$ cat src/rtl/motor_pwm_driver.sv
// rtl/motor_pwm_driver.sv - dual H-bridge driver with soft-start/soft-stop PWM and reversal dead time
// Both sides share one free-running PWM counter; each side owns its ramp FSM.

module motor_pwm_side #(
    parameter int PWM_BITS     = 8,
    parameter int MAX_DUTY     = 255,
    parameter int RAMP_STEP    = 16,
    parameter int DEAD_PERIODS = 2
) (
    input  logic                clk,
    input  logic                rst,
    input  logic                period_start_i,
    input  logic [PWM_BITS-1:0] cnt_next_i,
    input  logic                en_i,
    input  logic                dir_i,
    output logic                in1_o,
    output logic                in2_o,
    output logic [PWM_BITS-1:0] duty_o,
    output logic                busy_o
);
    localparam logic [2:0] S_IDLE = 3'd0;
    localparam logic [2:0] S_UP   = 3'd1;
    localparam logic [2:0] S_RUN  = 3'd2;
    localparam logic [2:0] S_DOWN = 3'd3;
    localparam logic [2:0] S_DEAD = 3'd4;

    localparam int DW = $clog2(DEAD_PERIODS + 2);
    localparam logic [PWM_BITS:0] STEP_W = (PWM_BITS+1)'(RAMP_STEP);
    localparam logic [PWM_BITS:0] MAX_W  = (PWM_BITS+1)'(MAX_DUTY);

    logic [2:0]          state_q, state_d;
    logic [PWM_BITS-1:0] duty_q, duty_d;
    logic                ldir_q, ldir_d;
    logic [DW-1:0]       dead_q, dead_d;
    logic                in1_q, in2_q, busy_q;

    logic [PWM_BITS:0]   sum;
    logic [PWM_BITS-1:0] inc, dec;
    logic                hold, expire, pwm_d;

    always_comb begin
        state_d = state_q;
        duty_d  = duty_q;
        ldir_d  = ldir_q;
        dead_d  = dead_q;
        sum     = {1'b0, duty_q} + STEP_W;
        inc     = (sum >= MAX_W) ? MAX_W[PWM_BITS-1:0] : sum[PWM_BITS-1:0];
        dec     = ({1'b0, duty_q} > STEP_W) ? duty_q - STEP_W[PWM_BITS-1:0] : '0;
        // A command is "held" only while it still matches the latched polarity.
        hold    = en_i && (dir_i == ldir_q);
        expire  = (32'(dead_q) + 32'd1 >= 32'(DEAD_PERIODS));

        case (state_q)
            S_IDLE: begin
                if (en_i) begin
                    ldir_d  = dir_i;
                    state_d = S_UP;
                end
            end
            S_UP: begin
                if (period_start_i) duty_d = inc;
                if (!hold)                                       state_d = S_DOWN;
                else if (period_start_i && inc == MAX_W[PWM_BITS-1:0]) state_d = S_RUN;
            end
            S_RUN: begin
                if (!hold) state_d = S_DOWN;
            end
            S_DOWN: begin
                if (period_start_i) duty_d = dec;
                if (hold) begin
                    state_d = S_UP;
                end else if (period_start_i && dec == '0) begin
                    state_d = S_DEAD;
                    dead_d  = '0;
                end
            end
            S_DEAD: begin
                if (period_start_i) begin
                    if (expire) begin
                        dead_d = '0;
                        if (en_i) begin
                            ldir_d  = dir_i;
                            state_d = S_UP;
                        end else begin
                            state_d = S_IDLE;
                        end
                    end else begin
                        dead_d = dead_q + DW'(1);
                    end
                end
            end
            default: begin
                state_d = S_IDLE;
                duty_d  = '0;
            end
        endcase

        // Outputs are registered from next-state so they line up with the counter.
        pwm_d = cnt_next_i < duty_d;
    end

    always_ff @(posedge clk) begin
        if (rst) begin
            state_q <= S_IDLE;
            duty_q  <= '0;
            ldir_q  <= 1'b1;
            dead_q  <= '0;
            in1_q   <= 1'b0;
            in2_q   <= 1'b0;
            busy_q  <= 1'b0;
        end else begin
            state_q <= state_d;
            duty_q  <= duty_d;
            ldir_q  <= ldir_d;
            dead_q  <= dead_d;
            in1_q   <= pwm_d & ldir_d;
            in2_q   <= pwm_d & ~ldir_d;
            busy_q  <= (state_d != S_IDLE);
        end
    end

    assign in1_o  = in1_q;
    assign in2_o  = in2_q;
    assign duty_o = duty_q;
    assign busy_o = busy_q;
endmodule

module motor_pwm_driver #(
    parameter int PWM_BITS     = 8,
    parameter int MAX_DUTY     = 255,
    parameter int RAMP_STEP    = 16,
    parameter int DEAD_PERIODS = 2
) (
    input  logic                clk,
    input  logic                rst,
    input  logic                left_dir,
    input  logic                right_dir,
    input  logic                left_en,
    input  logic                right_en,
    output logic                left_in1,
    output logic                left_in2,
    output logic                right_in1,
    output logic                right_in2,
    output logic [PWM_BITS-1:0] left_duty,
    output logic [PWM_BITS-1:0] right_duty,
    output logic                left_busy,
    output logic                right_busy
);
    logic [PWM_BITS-1:0] cnt_q, cnt_d;
    logic                period_start;

    assign cnt_d        = cnt_q + PWM_BITS'(1);
    assign period_start = (cnt_q == '0);

    always_ff @(posedge clk) begin
        if (rst) cnt_q <= '0;
        else     cnt_q <= cnt_d;
    end

    motor_pwm_side #(
        .PWM_BITS(PWM_BITS), .MAX_DUTY(MAX_DUTY),
        .RAMP_STEP(RAMP_STEP), .DEAD_PERIODS(DEAD_PERIODS)
    ) u_left (
        .clk(clk), .rst(rst), .period_start_i(period_start), .cnt_next_i(cnt_d),
        .en_i(left_en), .dir_i(left_dir),
        .in1_o(left_in1), .in2_o(left_in2), .duty_o(left_duty), .busy_o(left_busy)
    );

    motor_pwm_side #(
        .PWM_BITS(PWM_BITS), .MAX_DUTY(MAX_DUTY),
        .RAMP_STEP(RAMP_STEP), .DEAD_PERIODS(DEAD_PERIODS)
    ) u_right (
        .clk(clk), .rst(rst), .period_start_i(period_start), .cnt_next_i(cnt_d),
        .en_i(right_en), .dir_i(right_dir),
        .in1_o(right_in1), .in2_o(right_in2), .duty_o(right_duty), .busy_o(right_busy)
    );
endmodule

$ cat config.mk
export PLATFORM = sky130hd
export DESIGN_NAME = motor_pwm_driver
export DESIGN_NICKNAME = d
export VERILOG_FILES = /design/src/rtl/motor_pwm_driver.sv
export SDC_FILE = /design/constraint.sdc
export NUM_CORES = 1
export LEC_CHECK = 0
export CAP_MARGIN = 40
export CORE_MARGIN = 2
export CORE_UTILIZATION = 62
export DETAILED_ROUTE_END_ITERATION = 8
export GPL_ROUTABILITY_DRIVEN = 0
export HOLD_SLACK_MARGIN = 0.08
export PLACE_DENSITY = 0.86
export SYNTH_ARGS = -nofsm -noshare
export SYNTH_HDL_FRONTEND = slang
export SYNTH_SLANG_ARGS = --single-unit
export TNS_END_PERCENT = 100
$ cat constraint.sdc
create_clock -name clk -period 8.05 [get_ports clk]
set_clock_uncertainty 0.2 [all_clocks]
set_input_delay 0.805 -clock clk [delete_from_list [all_inputs] [get_ports clk]]
set_output_delay 0.805 -clock clk [all_outputs]
set_load 0.01 [all_outputs]
Word level (Yosys, flattened, before mapping)

Index checks and enable logic that the tools add are counted.

Bits of input ports: 6
Output and inout bits: 22
Register bits after elaboration: 42

Reductions and logical operators: 19
Bitwise logic cells: 6
Multiplexer cells: 48
$add $sub $neg: 9
Equality and inequality tests: 18
Magnitude comparators: 8

Operators by type and width:

| cell                                                               | count |
|---|---|
| greater-or-equal comparator 32 x 2 -> 1 bit, second input constant | 2 |
| two-way mux 8 bit                                                  | 8 |
| two-way mux 3 bit                                                  | 16 |
| case mux 8 bit (3 select lines)                                    | 2 |
| case mux 3 bit (5 select lines)                                    | 2 |
| logical NOT 8 bit                                                  | 3 |
| adder 8 x 5 -> 9 bit, second input constant                        | 2 |
| greater-or-equal comparator 9 x 8 -> 1 bit, second input constant  | 2 |
| == test 8 bit, second input constant                               | 2 |
| > comparator 8 x 5 -> 1 bit, second input constant                 | 2 |
| < comparator 8 bit                                                 | 2 |
| two-way mux 2 bit                                                  | 8 |
| subtractor 8 x 5 -> 8 bit, second input constant                   | 2 |
| == test 3 x 2 -> 1 bit, second input constant                      | 4 |
| adder 8 x 1 -> 8 bit, second input constant                        | 1 |
| two-way mux 1 bit                                                  | 8 |
| case mux 2 bit (2 select lines)                                    | 2 |
| AND reduction 4 bit                                                | 2 |
| adder 2 x 1 -> 3 bit, second input constant                        | 2 |
| == test 3 x 1 -> 1 bit, second input constant                      | 2 |
| == test 3 bit, second input constant                               | 2 |
| logical AND 1 bit                                                  | 6 |
| logical NOT 3 bit                                                  | 2 |
| inequality test 2 x 1 -> 1 bit, second input constant              | 3 |
| 9 further kinds                                                    | 21 |

Longest topological paths before layout

Depth after elaboration: 9
Gate-level depth with buffers: 15

Modules after synthesis

A second synthesis with hierarchy kept.

Cells, all modules: 389
Area total of the unflattened synthesis: 3194.3 um^2

Modules (own cells, without submodules):

| module                   | area an instance (um^2) | sequential area each (um^2) | instances | cells an instance |
|---|---|---|---|---|
| motor_pwm_side (u_left)  | 1395.1                  | 340.3                       | 1         | 178 |
| motor_pwm_side (u_right) | 1350.0                  | 340.3                       | 1         | 169 |
| motor_pwm_driver         | 449.2                   | 160.2                       | 1         | 42 |

Worst setup path after synthesis

No wires, ideal clock.

Path kind: flip-flop to flip-flop
From: register cnt_q[0]
To: register u_left.in2_q (netlist: u_left.in2_o)
Path buffers: 1
Period minus slack after synthesis: 3.587 ns
Data arrival time: 3.327 ns
Data required time: 7.790 ns
Path slack: 4.463 ns
Setup time: 0.060 ns
Stages on the path, launching flop included: 15
Path through: dfxtp_1 -> inv_1 -> ha_1 -> or4b_4 -> or4_1 -> buf_6 -> nor3_2 -> a21oi_1 -> o221a_2 -> ha_1 -> a21oi_1 -> o21ai_0 -> o21a_1 -> a2111oi_0 -> and2_1

RTL lines:

| element                | RTL line | text |
|---|---|---|
| start, declared        | 149      | `logic [PWM_BITS-1:0] cnt_q, cnt_d;` |
| start signal, assigned | 157      | `else cnt_q <= cnt_d;` |
| adder 8 x 1 -> 8 bit   | 152      | `assign cnt_d = cnt_q + PWM_BITS'(1);` |
| named net cnt_d[0]     | 149      |  |
| < comparator 8 bit     | 99       | `pwm_d = cnt_next_i < duty_d;` |
| AND 1 bit              | 117      | `in2_q <= pwm_d & ~ldir_d;` |
| end signal, assigned   | 117      |  |
| end, declared          | 35       | `logic in1_q, in2_q, busy_q;` |

The timed path passes the listed nets, and every way through them passes these cells.
A chain may end at the register's enable or synchronous reset.

Final worst setup path

Ends and elaborated chain as after synthesis.

==> flow_metrics.tcl <==
set metrics [dict create \
    outcome "finished clean" \
    finalWirelength_um 6960 \
    cts_resized 0 \
    synth-simple-area-share 0.277 \
    dr.pass1.iters 5 \
    grt_pass1_wl_um 11600 \
    regArea_um2 841 \
    yosys.area.top_type "dfxtp_1" \
    arrival_ns 4.28 \
    cp-end-kind "register" \
    clk_latency_ns 0.31 \
    synth-compound-area-share 0.226 \
    core_area_mm2 0.00469 \
    clock-root-buffer "clkbuf_8" \
    start_util 0.635 \
    reg2reg_depth 13 \
    tns_ns 0 \
    antenna_found_initial 0 \
    synth_top_family_by_area "simple AND/OR/NAND/NOR gates" \
    cts_tree "built" \
    ant_nets 0 \
    cts_buffer_depth 2 \
    htreeDepth 2 \
    avgSynthCellArea_um2 8.04 \
    finalNetCount 426 \
    cellPowerDensity_mw_per_mm2 196 \
    worst_pin_slew_ns 0.898 \
    holdBufCountCts 0 \
    fin_crit_ns 4.22 \
    grt_pass1_vias 2528 \
    cts_setup_buffers 0 \
    fmax_ghz 0.237 \
    via_per_inst 6.27 \
    synth_cell_types 64 \
    grt_usage 0.274 \
    netlist_instances 371 \
    path_clk_slew_ns 0.08 \
    hold_class "register to register" \
    synth_top_cell_area_share 0.282 \
    relSlewSlack 0.399 \
    synth_warnings 0 \
    wire_per_inst_um 15.6 \
    synth_xor_area_frac 0.0264 \
    critPathKind "register to register" \
    die-area_mm2 0.00538 \
    cap_violations 0 \
    synthTopCellsByArea "dfxtp_1 28%, ha_1 12%, nor2_1 4.3%, a21oi_1 3.7%, o21ai_0 3.4%" \
    finalCoreUtilization 0.715 \
    muxShareOfSynthArea 0.0185 \
    num_rows 25 \
    overflow 0 \
    netlist_area_mm2 0.00298 \
    dp_hpwl_um 5210 \
    clock_sink_count 42 \
    remaining_drc_errors 0 \
    setup_violations 0 \
    io_pins 28 \
    grt_max_degree 23 \
    dr_total_vias 2802 \
    n_fill_cell 386 \
    portBuffers 27 \
    multi_input_area_mm2 0.00199 \
    cellLeakagePower_nw 1.29 \
    drive_gt1_frac 0.0763 \
    fp.dieH_um 73.3 \
    maxSlewViolCount 0 \
    ir_drop_uv 125 \
    antenna_cells 0 \
    hold_path_depth 2 \
    area_growth_pct 12.5 \
    synthAdderAreaFrac 0.117 \
    worstPathMaxFanout 17 \
    fin_crit_sh 0.524 \
    drtIter0Drc 342 \
    yosys_register_bits 42 \
    die_x_um 73.3 \
    async_flop_share 0 \
    synth_nets 405 \
    synthFlopType "dfxtp_1" \
    cp-start-kind "register" \
    synth_common_cells "42 x dfxtp_1, 34 x nor2_1, 28 x ha_1" \
    synth_edf_count 0 \
    worstPathRequired_ns 8.11 \
    synth_most_common_cell "dfxtp_1" \
    final_hold_viol_count 0 \
    ys_seq_area_frac 0.282 \
    rsz0062_at_grt "no" \
    numCtsBuffers 5 \
]
-- cells in the final DEF (no fill, tap or decap), types with 3 or more instances in the layout --
master	count
dfxtp_1	42
nor2_1	34
ha_1	28
clkdlybuf4s50_1	27
inv_1	25
nand2_1	24
a21oi_1	22
o21ai_0	20
nand3_1	15
and2_1	11
nor3_1	11
nor2b_1	8
nand4_1	7
nand2b_1	7
a211oi_1	7
xnor2_1	6
a31oi_1	6
o21a_1	6
nor4_1	5
or2_2	5
and3_1	5
clkbuf_8	5
o21ai_1	4
nor4_2	3
or4_1	3
o211ai_1	3
mux2i_1	3
nand3b_1	3
xor2_1	3
a21o_1	3
-- registers in the layout (all words and copies together), names as in the netlist, 2 cells and up --
name and cells:
u_right.duty_o 8, u_right.state_q 3, u_left.duty_o 8, u_left.dead_q 2, u_right.dead_q 2, cnt_q 8, u_left.state_q 3
-- path summary, 6_finish.rpt --
path | slack, ns | endpoint | start
max reg2reg | 3.83 | u_left.in2_o | cnt_q[0]
max | 3.83 | u_left.in2_o | cnt_q[0]
min reg2reg | 0.27 | u_left.dead_q[1] | u_left.dead_q[1]
min | 0.27 | u_left.dead_q[1] | u_left.dead_q[1]
-- power by group --
group / total (W) / internal [W] / switching [W]
clock: 0.000139 / 0.0000609 / 0.0000786
sequential: 0.000267 / 0.000231 / 0.0000363
combinational: 0.000252 / 0.000112 / 0.000140
total: 0.000659 / 0.000404 / 0.000255
-- layout make-up --
class / count / area share
multi-input combinational: 290 / 0.592
sequential: 42 / 0.251
tap: 54 / 0.0201
inverter: 25 / 0.0280
timing repair buffer: 28 / 0.0828
clock inverter: 3 / 0.00634
clock buffer: 5 / 0.0205
-- routing by layer --
metal | global-route usage | up-vias | share of wire
li1 | - | 1394 | -
met1 | 0.383 | 1292 | 0.46
met2 | 0.432 | 102 | 0.45
met3 | 0.0508 | 14 | 0.070
met4 | 0.0747 | 0 | 0.014
met5 | 0 | - | 0
-- worst max-delay path: stages (launching register included) --
cell,delay (ns)
dfxtp_1,0.36
inv_1,0.07
ha_1,0.14
or4b_4,0.47
or4_1,0.79
nor3_2,0.36
a21oi_1,0.10
o221a_2,0.27
ha_1,0.32
a21oi_1,0.17
o21ai_0,0.13
o21a_1,0.19
a2111oi_0,0.42
and2_1,0.19
-- cells by family (layout without fill, tap and decap cells) --
group,Yosys count,count (layout)
flip-flops,42,42
AO/OA/AOI/OAI,97,97
multiplexers,5,5
buffers and inverters,39,61
adder cells (fa/ha/maj),28,28
AND/OR/NAND/NOR,151,151
XOR/XNOR,9,9
-- through the flow --
stage	instance area [um^2]	setup slack [ns]	cells	hold WS (ns)	total power (W)
6_report	3360	3.83	447	0.274	0.000659
5_1_grt	3360	3.58	447	0.290	0.000705
2_1_floorplan	2980	4.46	371	0.232	0.000449
3_5_place_dp	3270	3.89	439	0.256	0.000518
4_1_cts	3360	3.84	447	0.270	0.000659
3_3_place_gp	3270	4.02	439	0.243	0.000512
Power figures use the tool's default switching activity.
